`config.mk`:
```
export PLATFORM = sky130hd
export DESIGN_NAME = shuffle_s_mem_by_key
export DESIGN_NICKNAME = d
export VERILOG_FILES = /design/src/rtl/shuffle_s_mem_by_key.sv
export SDC_FILE = /design/constraint.sdc
export NUM_CORES = 1
export LEC_CHECK = 0
export BUFFER_PORTS_ARGS = -buffer_cell sky130_fd_sc_hd__buf_2
export CAP_MARGIN = 20
export CORE_MARGIN = 3
export CORE_UTILIZATION = 48
export CTS_CLUSTER_SIZE = 20
export DETAILED_ROUTE_END_ITERATION = 8
export GPL_TIMING_DRIVEN = 0
export PLACE_DENSITY = 0.69
export SLEW_MARGIN = 10
export SYNTH_ARGS = -nofsm -noshare
export SYNTH_HDL_FRONTEND = slang
export SYNTH_SLANG_ARGS = --single-unit
```
`constraint.sdc`:
```
create_clock -name clk -period 3.3 [get_ports clk]
set_input_delay 0.165 -clock clk [delete_from_list [all_inputs] [get_ports clk]]
set_output_delay 0.165 -clock clk [all_outputs]
set_load 0.1 [all_outputs]
```
`src/rtl/shuffle_s_mem_by_key.sv`:
```
// ---------------------------------------------------------------------------
// shuffle_s_mem_by_key
//   RC4 key-scheduling shuffle. Runs after the S-memory identity fill and,
//   for i = 0..255, computes j = j + s[i] + key[i mod KEY_BYTES] and swaps
//   s[i] with s[j] through a single-port 256x8 synchronous-read memory.
//   Six cycles per i; all outputs are registered.
//
// Ports
//   clk               in   system clock, posedge
//   reset             in   synchronous active-high reset
//   start             in   begin shuffle (sampled in IDLE only)
//   secret_key        in   key, byte 0 = MSB byte, latched on accepted start
//   mem_data_in       in   S memory read data (valid one cycle after address)
//   address_out       out  S memory address
//   data_out          out  S memory write data
//   write_enable_out  out  S memory write enable
//   shuffle_done      out  high once all 256 swaps are written, until reset
// ---------------------------------------------------------------------------
module shuffle_s_mem_by_key #(
    parameter int unsigned KEY_BYTES = 3
) (
    input  logic                    clk,
    input  logic                    reset,
    input  logic                    start,
    input  logic [KEY_BYTES*8-1:0]  secret_key,
    input  logic [7:0]              mem_data_in,
    output logic [7:0]              address_out,
    output logic [7:0]              data_out,
    output logic                    write_enable_out,
    output logic                    shuffle_done
);

    localparam int unsigned KEY_W = KEY_BYTES * 8;
    localparam int unsigned KW    = (KEY_BYTES > 1) ? $clog2(KEY_BYTES) : 1;
    localparam logic [KW-1:0] K_LAST = KW'(KEY_BYTES - 1);

    typedef enum logic [2:0] {
        IDLE     = 3'd0,
        READ_SI  = 3'd1,
        WAIT_SI  = 3'd2,
        READ_SJ  = 3'd3,
        WAIT_SJ  = 3'd4,
        WRITE_SI = 3'd5,
        WRITE_SJ = 3'd6,
        DONE     = 3'd7
    } state_t;

    state_t            r_state;
    logic [KEY_W-1:0]  r_key;
    logic [7:0]        r_i;
    logic [7:0]        r_j;
    logic [7:0]        r_si;
    logic [KW-1:0]     r_k;

    logic [7:0]        w_key_byte;
    logic [7:0]        w_j_next;

    // Key byte select as a mux over k; byte 0 is the most significant byte.
    always_comb begin
        w_key_byte = 8'h00;
        for (int unsigned b = 0; b < KEY_BYTES; b++) begin
            if (r_k == KW'(b)) begin
                w_key_byte = r_key[(KEY_BYTES-1-b)*8 +: 8];
            end
        end
    end

    // New j from s[i] arriving this cycle; wraps mod 256 by truncation.
    assign w_j_next = r_j + mem_data_in + w_key_byte;

    // Shuffle FSM. Outputs are loaded on the transition into a state so that
    // they hold the required value throughout that state.
    always_ff @(posedge clk) begin
        if (reset) begin
            r_state          <= IDLE;
            r_key            <= '0;
            r_i              <= 8'h00;
            r_j              <= 8'h00;
            r_si             <= 8'h00;
            r_k              <= '0;
            address_out      <= 8'h00;
            data_out         <= 8'h00;
            write_enable_out <= 1'b0;
            shuffle_done     <= 1'b0;
        end else begin
            case (r_state)
                IDLE: begin
                    write_enable_out <= 1'b0;
                    if (start) begin
                        r_key       <= secret_key;
                        r_i         <= 8'h00;
                        r_j         <= 8'h00;
                        r_k         <= '0;
                        address_out <= 8'h00;
                        r_state     <= READ_SI;
                    end
                end
                READ_SI: begin
                    r_state <= WAIT_SI;
                end
                WAIT_SI: begin
                    r_si        <= mem_data_in;
                    r_j         <= w_j_next;
                    address_out <= w_j_next;
                    r_state     <= READ_SJ;
                end
                READ_SJ: begin
                    r_state <= WAIT_SJ;
                end
                WAIT_SJ: begin
                    // s[j] goes straight to the write-data register for s[i].
                    address_out      <= r_i;
                    data_out         <= mem_data_in;
                    write_enable_out <= 1'b1;
                    r_state          <= WRITE_SI;
                end
                WRITE_SI: begin
                    address_out      <= r_j;
                    data_out         <= r_si;
                    write_enable_out <= 1'b1;
                    r_state          <= WRITE_SJ;
                end
                WRITE_SJ: begin
                    write_enable_out <= 1'b0;
                    if (r_i == 8'hFF) begin
                        shuffle_done <= 1'b1;
                        r_state      <= DONE;
                    end else begin
                        r_i         <= r_i + 8'd1;
                        address_out <= r_i + 8'd1;
                        r_k         <= (r_k == K_LAST) ? '0 : r_k + KW'(1);
                        r_state     <= READ_SI;
                    end
                end
                DONE: begin
                    write_enable_out <= 1'b0;
                    shuffle_done     <= 1'b1;
                end
                default: begin
                    r_state <= IDLE;
                end
            endcase
        end
    end

endmodule

```
==> metrics.md <==
| Metric | Value |
|---|---|
| Crit-path leading delay family | `adder cells` |
| Yosys warning total | `0` |
| Reg2reg end | `address_out[7]` |
| CP max-delay cell | `fa_1` |
| P&R area growth vs syn | `16.9%` |
| Worst vdd ir | `0.000257 V` |
| Core Region | `between 7000 and 8000 um^2` |
| Vias | `between 3,000 and 4,000` |
| CP most frequent cell | `fa_1` |
| Final instance area | `approximately 4200 um^2` |
| Htree depth | `3` |
| Fill count | `roughly 690` |
| Antenna fix cells | `0` |
| #FFs+latches synth | `71` |
| Worst r2r src | `r_k[0]` |
| Tmin final | `approximately 3.1 ns` |
| Clk_skew | `~0.0094 ns` |
| Cell-internal power | `roughly 0.0015 W` |
| Routability Congestion | `approximately 0.9` |
| Multi-input gate area | `between 2000 and 2500 um^2` |
| Total track usage | `between 20% and 30%` |
| Largest net degree at the start of global routing | `14` |
| Top cells by area, synth | `dfxtp_1, nand2_1, a21oi_1` |
| Antenna violations before repair | `0` |
| R2R setup slack | `a little under 0.2 ns` |
| Rel. slew slack | `a little over half` |
| Final ANT Viol Nets | `0` |
| CP Capture Point | `address_out[7]` |
| CP endpoint kind | `flip-flop` |
| Ys async rst share | `0%` |
| Final Cycle Share | `between 90% and 100%` |
| Boundary pin count | `53` |
| WP buf/inv | `2` |
| Clk buf depth | `2` |
| Critical path cell sequence | `buf_6 > mux2i_1 > o21ai_0 > fa_1 > ha_1 > inv_1 > fa_1 > nor2b_2 > o2111ai_1 > and4_1 > mux2i_2 > a211oi_1` |
| Sw frac | `around 32%` |
| Setup violations, final | `0` |
| First-pass GRT wire length | `approximately 16,000 um` |
| Worst-path fanout max | `10` |
| Sink Count | `71` |
| Critical Path Stages | `12` |
| Number of CTS-inserted buffers | `9` |
| Critical path class | `reg2reg` |
| Fmax | `approximately 320 MHz` |
| Final design utilization | `about three fifths` |
| Post-CTS setup buffers | `0` |
| Most instantiated cells after synthesis | `nand2_1, dfxtp_1, a21oi_1` |
| Sw Pwr | `0.000708 W` |
| Register area share after synthesis | `about two fifths` |
| Nets@finish | `about 550` |
| Combinational group share of total power | `between 20% and 30%` |
| Startpoint class of the critical path | `flip-flop` |
| Ys flop type | `dfxtp_1` |
| Num rows | `30` |
| Post-synth EDFFs | `0` |
| DRT iter0 DRCs | `256` |
| Clk root buf | `clkbuf_8` |
| Clock share of power | `between 30% and 40%` |
| Mapped cell area | `~3600 um^2` |
| Slew Limit Fails | `0` |
| Sequential Power Share | `between 40% and 50%` |
| DR vias/cell | `around 5.6` |
| Die W | `92.8 um` |
| Register area | `~1400 um^2` |
| DPL Wire Length | `6970 um` |
| CTS tree | `built` |
| Wire length per cell | `15.7 um` |
| Unrepaired setup endpoints after global routing | `false` |
| 1st-pass router iterations | `5` |
| Die Y | `roughly 90 um` |
| Remaining DRCs | `0` |
| Synth Net Count | `just under 500` |
| GRT overflow | `0` |
| Count leader, synth | `nand2_1` |
| Share of cells above drive strength 1 | `18.0%` |
| Clock Latency Late Sink | `0.35 ns` |
| Largest stage delay, worst path | `~0.53 ns` |
| R2R depth | `12` |
| Routed WL | `between 9000 and 10,000 um` |
| Cell Pwr Density | `523 nW/um^2` |
| Port Buffers | `between 50 and 60` |
| Syn Inst Count | `between 400 and 500` |
| Library cells used by synthesis | `slightly below 60` |
| Final hold vios | `0` |
| Synth top area share | `between 30% and 40%` |
| Post-synth top area cell | `dfxtp_1` |
| Pleak | `between 1.5 and 2 nW` |
| Min-delay worst type | `in2reg` |
| Initial Util | `51.2%` |
| Status | `completed` |
| WP data arrival | `3.31 ns` |
| Vias in the first global route | `about 3,100` |
| Max-Cap Viols | `0` |
| Worst-path clk slew | `about 0.080 ns` |
| Area after DPL | `3990 um^2` |
| Die area | `roughly 8600 um^2` |
| CP required | `~3.5 ns` |
| Worst-Margin Slew | `roughly 0.7 ns` |
| Avg Inst Size Synth | `~8.3 um^2` |
| Crit path from | `r_k[0]` |
==> power groups by stage <==
| stage | clock network (W) | registers [W] | logic [W] |
|---|---|---|---|
| 2_1_floorplan | 0 | 0.00102 | 0.000292 |
| 4_1_cts | 0.000790 | 0.000940 | 0.000482 |
| 3_3_place_gp | 0 | 0.000959 | 0.000472 |
| 3_5_place_dp | 0 | 0.000960 | 0.000479 |
| 5_1_grt | 0.000828 | 0.000946 | 0.000537 |
| 6_report | 0.000778 | 0.000941 | 0.000488 |
==> tightest hold or removal path, cell delays in order <==
cell and delay [ns]:
buf_2 0.10, nand2_1 0.04, a21oi_1 0.05
==> cells by family (layout without fill, tap and decap cells) <==
| family | after synthesis | in the layout | share of synthesized area, % |
|---|---|---|---|
| simple gates | 165 | 165 | 21.6 |
| compound gates | 117 | 117 | 19.9 |
| flops | 71 | 71 | 39.3 |
| buf+inv | 35 | 101 | 3.81 |
| mux | 21 | 21 | 5.85 |
| fa+ha+maj | 15 | 15 | 6.86 |
| xor+xnor | 11 | 11 | 2.67 |
==> per-stage QoR <==
| stage | setup slack, ns | std cells | hold WS (ns) | power, W | setup TNS, ns |
|---|---|---|---|---|---|
| 6_report | 0.194 | 597 | 0.0443 | 0.00221 | 0 |
| 5_1_grt | 0.0385 | 597 | 0.0376 | 0.00231 | 0 |
| 4_1_cts | 0.0174 | 598 | 0.0319 | 0.00221 | 0 |
| 3_5_place_dp | -0.215 | 582 | 0.413 | 0.00144 | -0.531 |
| 3_3_place_gp | -0.132 | 582 | 0.407 | 0.00143 | -0.256 |
| 2_1_floorplan | 0.304 | 435 | 0.301 | 0.00131 | 0 |
==> layer usage <==
| layer | part of all wire [%] | vias to the layer above | GRT usage, % | routed length [um] |
|---|---|---|---|---|
| met5 | 0 | - | 0 | 0 |
| met1 | 45 | 1558 | 31.8 | 4260 |
| met4 | 2.6 | 0 | 8.06 | 240 |
| met3 | 6.2 | 24 | 4.71 | 586 |
| li1 | - | 1656 | - | - |
| met2 | 46 | 121 | 36.3 | 4300 |
==> state kept, by name, indices dropped and copies added (netlist names) <==
signal            flops
address_out           8
data_out              8
r_i                   8
r_j                   8
r_k                   2
r_key                24
r_si                  8
r_state               3
shuffle_done          1
write_enable_out      1
==> area by class of cell <==
cell class | count | share of cell area [%]
multi-input cells | 329 | 48.8
plain buffers | 26 | 2.67
well taps | 96 | 2.84
repair buffers | 51 | 6.04
flip-flops and latches | 71 | 33.7
clock inverters | 7 | 2.28
inverters | 8 | 0.711
clock buffers | 9 | 2.93
==> placed cells by master, fill, tap and decap left out, drive strengths merged, types with 8 or more instances in the layout <==
| cell type | instances |
|---|---|
| inv | 9 |
| nor2 | 36 |
| fa | 8 |
| dfxtp | 71 |
| xor2 | 8 |
| o21ai | 17 |
| mux2i | 20 |
| a21oi | 56 |
| a211oi | 10 |
| buf | 59 |
| nand2 | 89 |
| clkbuf | 27 |
==> worst min path at each step <==
stage	start	end	slack, ns	cells past startpoint
final	secret_key[17]	r_key[17]	0.04	3
after CTS	secret_key[17]	r_key[17]	0.03	3
after global placement	secret_key[21]	r_key[21]	0.41	3
after detailed placement	secret_key[17]	r_key[17]	0.41	3
after global routing	secret_key[14]	r_key[14]	0.04	3
after floorplan	secret_key[0]	r_key[0]	0.30	2
==> timing repair <==
item                                    4_1_cts  5_1_grt
hold buffers                                  0        0
endpoints found under the hold margin         0        0
gates resized for setup                       1        9
endpoints found under the setup margin        4        4
pin swaps                                     0        0
(Power assumes the default switching activity.)
